$ cat config.mk
export PLATFORM = sky130hd
export DESIGN_NAME = smux_rr
export DESIGN_NICKNAME = d
export VERILOG_FILES = /design/src/rtl/smux_rr.sv
export SDC_FILE = /design/constraint.sdc
export NUM_CORES = 1
export LEC_CHECK = 0
export CELL_PAD_IN_SITES_DETAIL_PLACEMENT = 1
export CELL_PAD_IN_SITES_GLOBAL_PLACEMENT = 1
export CORE_MARGIN = 2
export CORE_UTILIZATION = 29
export CTS_CLUSTER_SIZE = 14
export DETAILED_ROUTE_END_ITERATION = 8
export GPL_ROUTABILITY_DRIVEN = 1
export PLACE_DENSITY = 0.95
export SLEW_MARGIN = 20
export SYNTH_ARGS = -nofsm -noshare
export SYNTH_HDL_FRONTEND = slang
export SYNTH_SLANG_ARGS = --single-unit
$ cat constraint.sdc
create_clock -name clk -period 5.6 [get_ports clk]
set_input_delay 1.12 -clock clk [delete_from_list [all_inputs] [get_ports clk]]
set_output_delay 1.12 -clock clk [all_outputs]
set_load 0.01 [all_outputs]
$ cat src/rtl/smux_rr.sv
// Registered N-channel selector with per-channel valid/ready, explicit-select or
// round-robin grant, and a single output register stage.
module smux_rr #(
  parameter int  N_CH  = 4,
  parameter int  W     = 8,
  localparam int SEL_W = $clog2(N_CH)
) (
  input  logic              clk,
  input  logic              rst,
  input  logic              rr_en,
  input  logic [SEL_W-1:0]  sel,
  input  logic [N_CH-1:0]   in_valid,
  input  logic [N_CH*W-1:0] in_data,
  output logic [N_CH-1:0]   in_ready,
  output logic              out_valid,
  output logic [W-1:0]      out_data,
  output logic [SEL_W-1:0]  out_ch,
  input  logic              out_ready,
  output logic              sel_err
);

  logic              w_load_ok;
  logic              w_sel_ok;
  logic              w_sel_vld;
  logic              w_rr_found;
  logic [SEL_W-1:0]  w_rr_idx;
  logic              w_grant_vld;
  logic [SEL_W-1:0]  w_grant_idx;
  logic [W-1:0]      w_grant_data;

  logic              r_vld_p1;
  logic [W-1:0]      r_data_p1;
  logic [SEL_W-1:0]  r_ch_p1;
  logic              r_sel_err_p1;
  logic [SEL_W-1:0]  r_ptr;

  // Channel index (base + ofs) mod N_CH; N_CH need not be a power of two.
  function automatic logic [SEL_W-1:0] wrap_add(input logic [SEL_W-1:0] base,
                                                input int ofs);
    logic [31:0] s;
    s = 32'(base) + 32'(ofs);
    return SEL_W'(s % 32'(N_CH));
  endfunction

  assign w_load_ok = ~r_vld_p1 | out_ready;
  assign w_sel_ok  = (32'(sel) < 32'(N_CH));

  always_comb begin
    w_sel_vld = 1'b0;
    for (int i = 0; i < N_CH; i++) begin
      if (sel == SEL_W'(i) && in_valid[i]) w_sel_vld = 1'b1;
    end
  end

  // Round-robin scan starts at the pointer; first valid channel wins.
  always_comb begin
    w_rr_found = 1'b0;
    w_rr_idx   = r_ptr;
    for (int k = 0; k < N_CH; k++) begin
      if (!w_rr_found && in_valid[wrap_add(r_ptr, k)]) begin
        w_rr_found = 1'b1;
        w_rr_idx   = wrap_add(r_ptr, k);
      end
    end
  end

  assign w_grant_vld = ~rst & w_load_ok & (rr_en ? w_rr_found : w_sel_vld);
  assign w_grant_idx = rr_en ? w_rr_idx : sel;

  always_comb begin
    in_ready     = '0;
    w_grant_data = '0;
    for (int i = 0; i < N_CH; i++) begin
      in_ready[i] = w_grant_vld && (w_grant_idx == SEL_W'(i));
      if (w_grant_idx == SEL_W'(i)) w_grant_data = in_data[i*W +: W];
    end
  end

  // ---- stage p1: output register, rr pointer, select-error flag ----
  always_ff @(posedge clk or posedge rst) begin
    if (rst) begin
      r_vld_p1     <= 1'b0;
      r_data_p1    <= '0;
      r_ch_p1      <= '0;
      r_sel_err_p1 <= 1'b0;
      r_ptr        <= '0;
    end else begin
      r_sel_err_p1 <= ~rr_en & ~w_sel_ok & w_load_ok;
      if (w_grant_vld) begin
        r_vld_p1  <= 1'b1;
        r_data_p1 <= w_grant_data;
        r_ch_p1   <= w_grant_idx;
        if (rr_en) r_ptr <= wrap_add(w_grant_idx, 1);
      end else if (out_ready) begin
        r_vld_p1 <= 1'b0;
      end
    end
  end

  assign out_valid = r_vld_p1;
  assign out_data  = r_data_p1;
  assign out_ch    = r_ch_p1;
  assign sel_err   = r_sel_err_p1;

endmodule
==> out/results.ini, run 1 <==
[drt]
drt_wl_total_um=3410
vias=1041
dr.max_layer_used=met4
post_drt_wl_per_cell_um=16.3
drtPass1Iterations=4
drtIter0Drc=41
wl_met3_um=258
vias_per_cell=4.96
drcViolationCount=0
routed-wl-met2_um=1800
wl_met1_um=1340
ant_nets=0

[layout]
final_common_cell=clkdlybuf4s50_1
diodes=0
fillers=374
final_cell_mix=56 x clkdlybuf4s50_1, 13 x dfrtp_1, 12 x nor2b_1
nNetsFinal=211
drive_above_1_share_pct=12.8
fin_cells=210
synthToLayoutAreaGrowth_pct=59.7

[floorplanning]
dieHeight_um=63.7
core_area_um2=3390
dieWidth_um=63.7
num_rows=21
initial_core_util_pct=30.5
io_pins=58
die-area_um2=4060

[sta]
clock-skew-final_ns=0.00347
finalCritPeriodShare_pct=84.1
worst_pin_slew_ns=0.628
rsz0062_at_grt=false
whs_ns=0.515
slew_viol_final=0
slew-limit-headroom_pct=58.0
setup_viol=0
fin_setup_tns_ns=0
fin_crit_ns=4.71
hold_viol=0
timing.fmax_mhz=212

[critical_path]
r2r_end=out_data[1]$_DFFE_PP0N_
start_kind=input pin
crit_arrival_ns=3.59
cp_cell_sequence=clkdlybuf4s50_1 > o21ai_0 > a221oi_1 > o31ai_1 > inv_1 > ha_1 > and2_1 > clkdlybuf4s50_1
critPathRequiredTime_ns=4.48
end_kind=primary output
worstSetupPathType=in2out
slowest_delay_ns=0.50
reg2regPathDepth=9
cpMostUsedCell=clkdlybuf4s50_1
slowest_stage=clkdlybuf4s50_1
critical-path-top-delay-family=buffers and inverters
timing.rr.start=r_ptr[1]$_DFFE_PP0P_
path_buf_inv=3
reg2reg_slack_ns=2.60
cp_max_fo=11

[synth]
syn_area_um2=1030
synth-seq-area-share_pct=31.4
synth_top_cell_by_area=dfrtp_1
yosys_warnings=0
synth_edf_count=0
yosys.area.top_type_share_pct=31.4
async_reset_ff_share_pct=100
yosysUniqueCellTypes=29
synth_flop_cell=dfrtp_1
synthTopCellsByArea=dfrtp_1 31%, mux2_2 9.8%, mux2_4 7.3%
syn_inst=108
synthesis.area_per_instance_um2=9.58
synth_fp_nets=154
ys_seq_elements=13

[clock_tree]
cts_buffers=3
path_clk_slew_ns=0.08
tritoncts=built
insertion_delay_ns=0.28
post_cts.repair.setup_buffers=0
htree_levels=1
clockRootBuffer=clkbuf_4
cts_max_path_buffers=2
cts_resized=0
clock-sinks=13
hold_buffers=0

[global_route]
grt_pass1_wl_um=5630
grt_pass1_vias=1178
grtUsageTotal_pct=17.6
grt_max_degree=18
grt_overflow=0
antenna_found_initial=0

[power]
peakVddDrop_uv=129
powerDensity_nw_per_um2=315
leakage_nw=0.690

[min_path]
min_from=out_data[5]$_DFFE_PP0N_
holdPathStages=1
holdPathEnd=out_data[5]$_DFFE_PP0N_
worstHoldPathType=reg2reg

[outcome]
status=finished, final reports clean

[place]
hpwl_um=2820
port_buffers=56
gp_congestion=0.887
dp.cells=206

[run]
drv_cap=0

## state kept, by name, indices dropped and copies added (netlist names)
signal / count
r_ptr: 2
out_ch: 2
out_valid: 1
out_data: 8
## worst reg2reg max path, delay by kind of cell (launching register included)
kind | cells | cell delay [ns]
fa+ha+maj | 1 | 0.36
simple gates | 1 | 0.53
buf+inv | 1 | 0.14
mux | 1 | 0.20
flops | 1 | 0.45
compound gates | 5 | 1.27
## cell type report
class                           count  area, µm²  share of cell area (%)
Inverter                            7       26.3                    1.59
Clock buffer                        4       26.3                    1.59
Multi-Input combinational cell     81        634                    38.4
Sequential cell                    13        325                    19.7
Tap cell                           46       57.6                    3.48
Timing Repair Buffer               59        583                    35.3
## metal layers
layer	GRT usage, %	up-vias
met1	19.7	495
met5	0	-
met2	32.6	44
li1	-	500
met3	5.46	2
met4	3.26	0
## Yosys cell counts (2+ instances only)
library cell and instances:
nor2_1 3, o21ai_0 3, a21oi_1 4, and2_1 4, clkbuf_1 3, a21o_1 2
a221oi_1 8, o31ai_1 8, inv_1 7, mux2_4 5, mux2_2 9, ha_1 4
nor2b_1 12, nand2_1 9, dfrtp_1 13
## kinds of logic after synthesis
| logic type | Yosys count | share of synthesized area, % |
|---|---|---|
| buffers and inverters | 14 | 7.25 |
| AOI/OAI and AO/OA | 30 | 22.6 |
| adders and majority gates | 4 | 4.84 |
| muxes | 14 | 17.0 |
| and+or+nand+nor | 32 | 16.4 |
| other | 1 | 0.362 |
| DFF | 13 | 31.4 |
## stage by stage
step           cell area [µm²]  setup slack [ns]  total power (W)  util (%)
2_1_floorplan             1030              1.83         0.000322         -
3_3_place_gp              1630              1.05         0.000452      48.0
3_5_place_dp              1630             0.876         0.000467      48.0
4_1_cts                   1650             0.872         0.000529      48.8
5_1_grt                   1650             0.674         0.000561      48.8
6_report                  1650             0.891         0.000521      48.8
## worst max path at each step
stage | start | endpoint | slack (ns) | cells after the start
2_1_floorplan | in_valid[1] | in_ready[3] | 1.83 | 7
3_3_place_gp | in_valid[2] | in_ready[2] | 1.05 | 9
3_5_place_dp | in_valid[1] | in_ready[2] | 0.88 | 8
4_1_cts | in_valid[1] | in_ready[2] | 0.87 | 8
5_1_grt | in_valid[1] | in_ready[1] | 0.67 | 8
6_report | in_valid[1] | in_ready[1] | 0.89 | 8
## report_power, final
group	switching (W)	internal, W
Sequential	0.0000296	0.000135
Clock	0.0000318	0.0000276
Combinational	0.000120	0.000177
Total	0.000182	0.000339
Note: power is estimated with default switching activity, not from simulation.
==> run 2: changes to the inputs <==
- CORE_UTILIZATION: 29 -> 24
- PLACE_DENSITY: 0.95 -> 0.85
- clock period: 5.6 -> 3.95 ns (I/O delays scaled with it)
==> run 2 against run 1 <==
Against the previous run: power up 51%; hold slack worse by 0.0065 ns; worst setup slack worse by 0.77 ns; wire length up 1.0%; first-iteration DRC count down 44%; sequential cell count unchanged; combinational power up 46%; die area up 19%; core utilization down 7.3 points; non-clock buffer count up 2; critical path type unchanged; critical endpoint is now in_ready[0]; largest power group unchanged.
==> out/results.ini, run 2 (synthesis results as in run 1) <==
[clock_tree]
htree_levels=1
path_clk_slew_ns=0.05
cts_buffers=3
post_cts.repair.setup_buffers=0
insertion_delay_ns=0.24
hold_buffers=0
cts_max_path_buffers=2
clock-sinks=13
tritoncts=built
clockRootBuffer=clkbuf_8

[critical_path]
end_kind=primary output
reg2regPathDepth=11
worstSetupPathType=in2out
r2r_end=out_data[5]$_DFFE_PP0N_
cp_max_fo=6
startpoint=in_valid[2]
endpoint=in_ready[0]
timing.rr.start=r_ptr[1]$_DFFE_PP0P_
critPathRequiredTime_ns=3.16
reg2reg_slack_ns=1.18
crit_arrival_ns=3.04
start_kind=input pin

[global_route]
grt_pass1_wl_um=5810
grtUsageTotal_pct=14.7
grt_pass1_vias=1214
antenna_found_initial=0
grt_overflow=0
grt_max_degree=17

[layout]
largest_reg_flops=8
drive_above_1_share_pct=14.5
nNetsFinal=213
synthToLayoutAreaGrowth_pct=63.7
final_cell_mix=56 x clkdlybuf4s50_1, 13 x dfrtp_1, 11 x nor2b_1
final_common_cell=clkdlybuf4s50_1
diodes=0
post-route-util_pct=41.5

[outcome]
status=finished, final reports clean

[sta]
worst_pin_slew_ns=0.543
timing.fmax_mhz=261
slew-limit-headroom_pct=63.6
clock-skew-final_ns=0.00760
finalWorstSetupSlack_ns=0.121
setup_viol=0
slew_viol_final=0
rsz0062_at_grt=false
fin_crit_ns=3.83
finalCritPeriodShare_pct=96.9
hold_viol=0

[drt]
drtPass1Iterations=3
drcViolationCount=0
post_drt_wl_per_cell_um=16.0
drt_wl_total_um=3450
ant_nets=0
vias=1048
vias_per_cell=4.85
drtIter0Drc=23

[power]
power_w=0.000787
leakage_nw=0.708
powerDensity_nw_per_um2=464
peakVddDrop_uv=232

[floorplanning]
num_rows=23
io_pins=58
core_area_um2=4090
dieWidth_um=69.7
die-area_um2=4850
dieHeight_um=69.7
initial_core_util_pct=25.3

[place]
port_buffers=56
gp_congestion=0.822
post-place-ws_ns=-0.0343
hpwl_um=2850

[min_path]
worstHoldPathType=reg2reg

[run]
drv_cap=0

-- run 2: cell count changes in the layout (fill, tap and decap cells not counted), sizes merged --
cell,delta
buf,+2
-- run 2: worst max-delay path, cell delays in order --
cell and delay, ns:
clkdlybuf4s50_1 0.56, or2b_1 0.25, a21o_1 0.19, a41o_1 0.29, inv_1 0.10, ha_1 0.20, and2_1 0.14, clkdlybuf4s50_1 0.53
-- run 2: where the power goes --
group	switching (W)	internal (W)	total, W	leakage (nW)
Combinational	0.000179	0.000256	0.000435	0.527
Clock	0.0000487	0.0000712	0.000120	0.0228
Sequential	0.0000400	0.000192	0.000232	0.159
Total	0.000268	0.000519	0.000787	0.708
-- run 2: area by class of cell --
| cell class | instances | area (µm²) |
|---|---|---|
| multi-input cells | 81 | 637 |
| repair buffers | 61 | 598 |
| well taps | 50 | 62.6 |
| inverters | 7 | 26.3 |
| fillers | 472 | 2390 |
| clock buffers | 4 | 45.0 |
| flip-flops and latches | 13 | 325 |
-- run 2: how the worst min path moves through the flow --
stage	to	slack, ns	from	cells after the start
floorplan	r_ptr[0]$_DFFE_PP0P_	0.53	r_ptr[0]$_DFFE_PP0P_	1
global placement	out_valid$_DFFE_PP0P_	0.49	out_valid$_DFFE_PP0P_	1
detailed placement	out_data[3]$_DFFE_PP0N_	0.50	out_data[3]$_DFFE_PP0N_	1
CTS	out_data[2]$_DFFE_PP0N_	0.51	out_data[2]$_DFFE_PP0N_	1
global route	out_ch[1]$_DFFE_PP0N_	0.53	out_ch[1]$_DFFE_PP0N_	1
finish	out_data[2]$_DFFE_PP0N_	0.51	out_data[2]$_DFFE_PP0N_	1
-- run 2: layer usage --
metal	vias up	track usage (%)	share of wire, %	routed length [µm]
met5	-	0	0	0
met4	0	3.42	1.2	41
met3	4	3.63	3.4	116
met2	25	28.7	57	1980
met1	513	15.5	38	1310
li1	506	-	-	-
-- run 2: repair_timing --
item	4_1_cts	5_1_grt
endpoints found under the setup margin	3	0
resized for setup	1	0
endpoints found under the hold margin	0	0
-- run 2: metrics by stage --
stage	hold WS [ns]	std cells	setup TNS, ns	instance area (µm²)
floorplan	0.535	108	0	1030
global placement	0.494	212	0	1650
detailed placement	0.499	212	-0.0408	1650
CTS	0.512	216	0	1690
global route	0.535	216	0	1690
finish	0.508	216	0	1690
==> run 3: changes to the inputs <==
- CORE_UTILIZATION: 24 -> 29
- PLACE_DENSITY: 0.85 -> 0.95
- clock period: 3.95 -> 4.49 ns (I/O delays scaled with it)
==> run 3 against run 2 <==
Against the previous run: global-route usage is 3.3 points higher; sequential power fell by 10%; first-iteration DRC count is 13% lower; wire length grew 1.7%; core utilization up 7.5 points; sequential cell count did not move; largest cell class unchanged; die area is 16% lower; design area down 2.0%; sequential share of layout area grew 0.39 points; clock skew shrank 0.0034 ns; highest routed layer unchanged; register-to-register slack better by 0.34 ns.
==> out/results.ini, run 3 (synthesis results as in run 1) <==
[global_route]
grt_max_degree=17
grt_pass1_wl_um=5590
grt_pass1_vias=1151
grtUsageTotal_pct=17.9
grt_overflow=0
antenna_found_initial=0

[clock_tree]
path_clk_slew_ns=0.08
post_cts.repair.setup_buffers=0
htree_levels=1
cts_max_path_buffers=2
clockRootBuffer=clkbuf_4
tritoncts=built
insertion_delay_ns=0.28
hold_buffers=0
clock-sinks=13
cts_resized=0
cts_buffers=3

[floorplanning]
num_rows=21
dieWidth_um=63.7
die-area_um2=4060
dieHeight_um=63.7
io_pins=58
initial_core_util_pct=30.5
core_area_um2=3390

[layout]
post-route-util_pct=49.0
nNetsFinal=212
diodes=0
fillers=382
seq_area_um2=325
final_cell_mix=56 x clkdlybuf4s50_1, 13 x dfrtp_1, 12 x nor2b_1
synthToLayoutAreaGrowth_pct=60.5
final_common_cell=clkdlybuf4s50_1
drive_above_1_share_pct=13.3
multi_input_area_um2=634
largest_reg_flops=8

[drt]
drcViolationCount=0
vias_per_cell=4.97
drtIter0Drc=20
drt_wl_total_um=3510
drtPass1Iterations=4
ant_nets=0
post_drt_wl_per_cell_um=16.6
vias=1048

[sta]
fin_setup_tns_ns=0
timing.fmax_mhz=243
worst_pin_slew_ns=0.816
finalCritPeriodShare_pct=91.6
slew-limit-headroom_pct=45.5
setup_viol=0
clock-skew-final_ns=0.00421
slew_viol_final=0
fin_crit_ns=4.11
hold_viol=0
rsz0062_at_grt=false

[critical_path]
worstSetupPathType=in2out
cp_max_fo=7
crit_arrival_ns=3.22
start_kind=input pin
end_kind=primary output
critPathRequiredTime_ns=3.59

[power]
seqPwrFrac_pct=31.6
powerDensity_nw_per_um2=396
swShare_pct=35.2
switchingPower_w=0.000231
leakage_nw=0.695
p_clk_share_pct=11.6
p_int_w=0.000426
peakVddDrop_uv=147
power_w=0.000657
pwr-share-comb_pct=56.7

[min_path]
worstHoldPathType=reg2reg

[place]
gp_congestion=0.882
port_buffers=56
hpwl_um=2770

[outcome]
status=finished, final reports clean

[run]
drv_cap=0

run 3: final timing paths:
check	startpoint	end	slack [ns]	cells after the start
min in group asynchronous	rst	r_ptr[0]$_DFFE_PP0P_	0.99	2
max in group asynchronous	rst	out_data[4]$_DFFE_PP0N_	3.14	2
setup / recovery	in_valid[1]	in_ready[0]	0.38	8
hold reg to reg	out_data[1]$_DFFE_PP0N_	out_data[1]$_DFFE_PP0N_	0.52	1
hold / removal	out_data[1]$_DFFE_PP0N_	out_data[1]$_DFFE_PP0N_	0.52	1
setup reg to reg	r_ptr[1]$_DFFE_PP0P_	out_data[4]$_DFFE_PP0N_	1.52	10
run 3: per-stage QoR:
stage | hold slack [ns] | instance area [µm²] | instances | worst slack [ns]
after floorplan | 0.535 | 1030 | 108 | 1.17
after global placement | 0.493 | 1630 | 207 | 0.470
after detailed placement | 0.502 | 1630 | 207 | 0.317
after CTS | 0.520 | 1660 | 211 | 0.340
after global routing | 0.545 | 1660 | 211 | 0.146
final | 0.522 | 1660 | 211 | 0.376
run 3: area by class of cell:
class                   instances  area share (%)
repair buffers                 60            35.6
flip-flops and latches         13            19.6
well taps                      46            3.47
multi-input cells              81            38.2
inverters                       7            1.58
clock buffers                   4            1.58
run 3: power by group through the flow:
stage                     Clock (W)  Sequential (W)  Combinational (W)
after floorplan                   0        0.000220           0.000181
after global placement            0        0.000207           0.000362
after detailed placement          0        0.000209           0.000374
after global routing      0.0000853        0.000215           0.000403
after CTS                 0.0000784        0.000208           0.000377
final                     0.0000765        0.000208           0.000373
run 3: layer usage:
layer / vias to the layer above / track usage (%) / wire length [µm]
li1: 501 / - / -
met4: 0 / 5.71 / 40
met1: 498 / 20.9 / 1510
met5: - / 0 / 0
met2: 45 / 32.9 / 1760
met3: 4 / 3.35 / 201
run 3: critical path: stages:
cell and delay, ns:
clkdlybuf4s50_1 0.52, o21ai_0 0.20, a221oi_1 0.10, o31ai_1 0.50, inv_1 0.14, ha_1 0.24, and2_1 0.15, clkdlybuf4s50_1 0.47
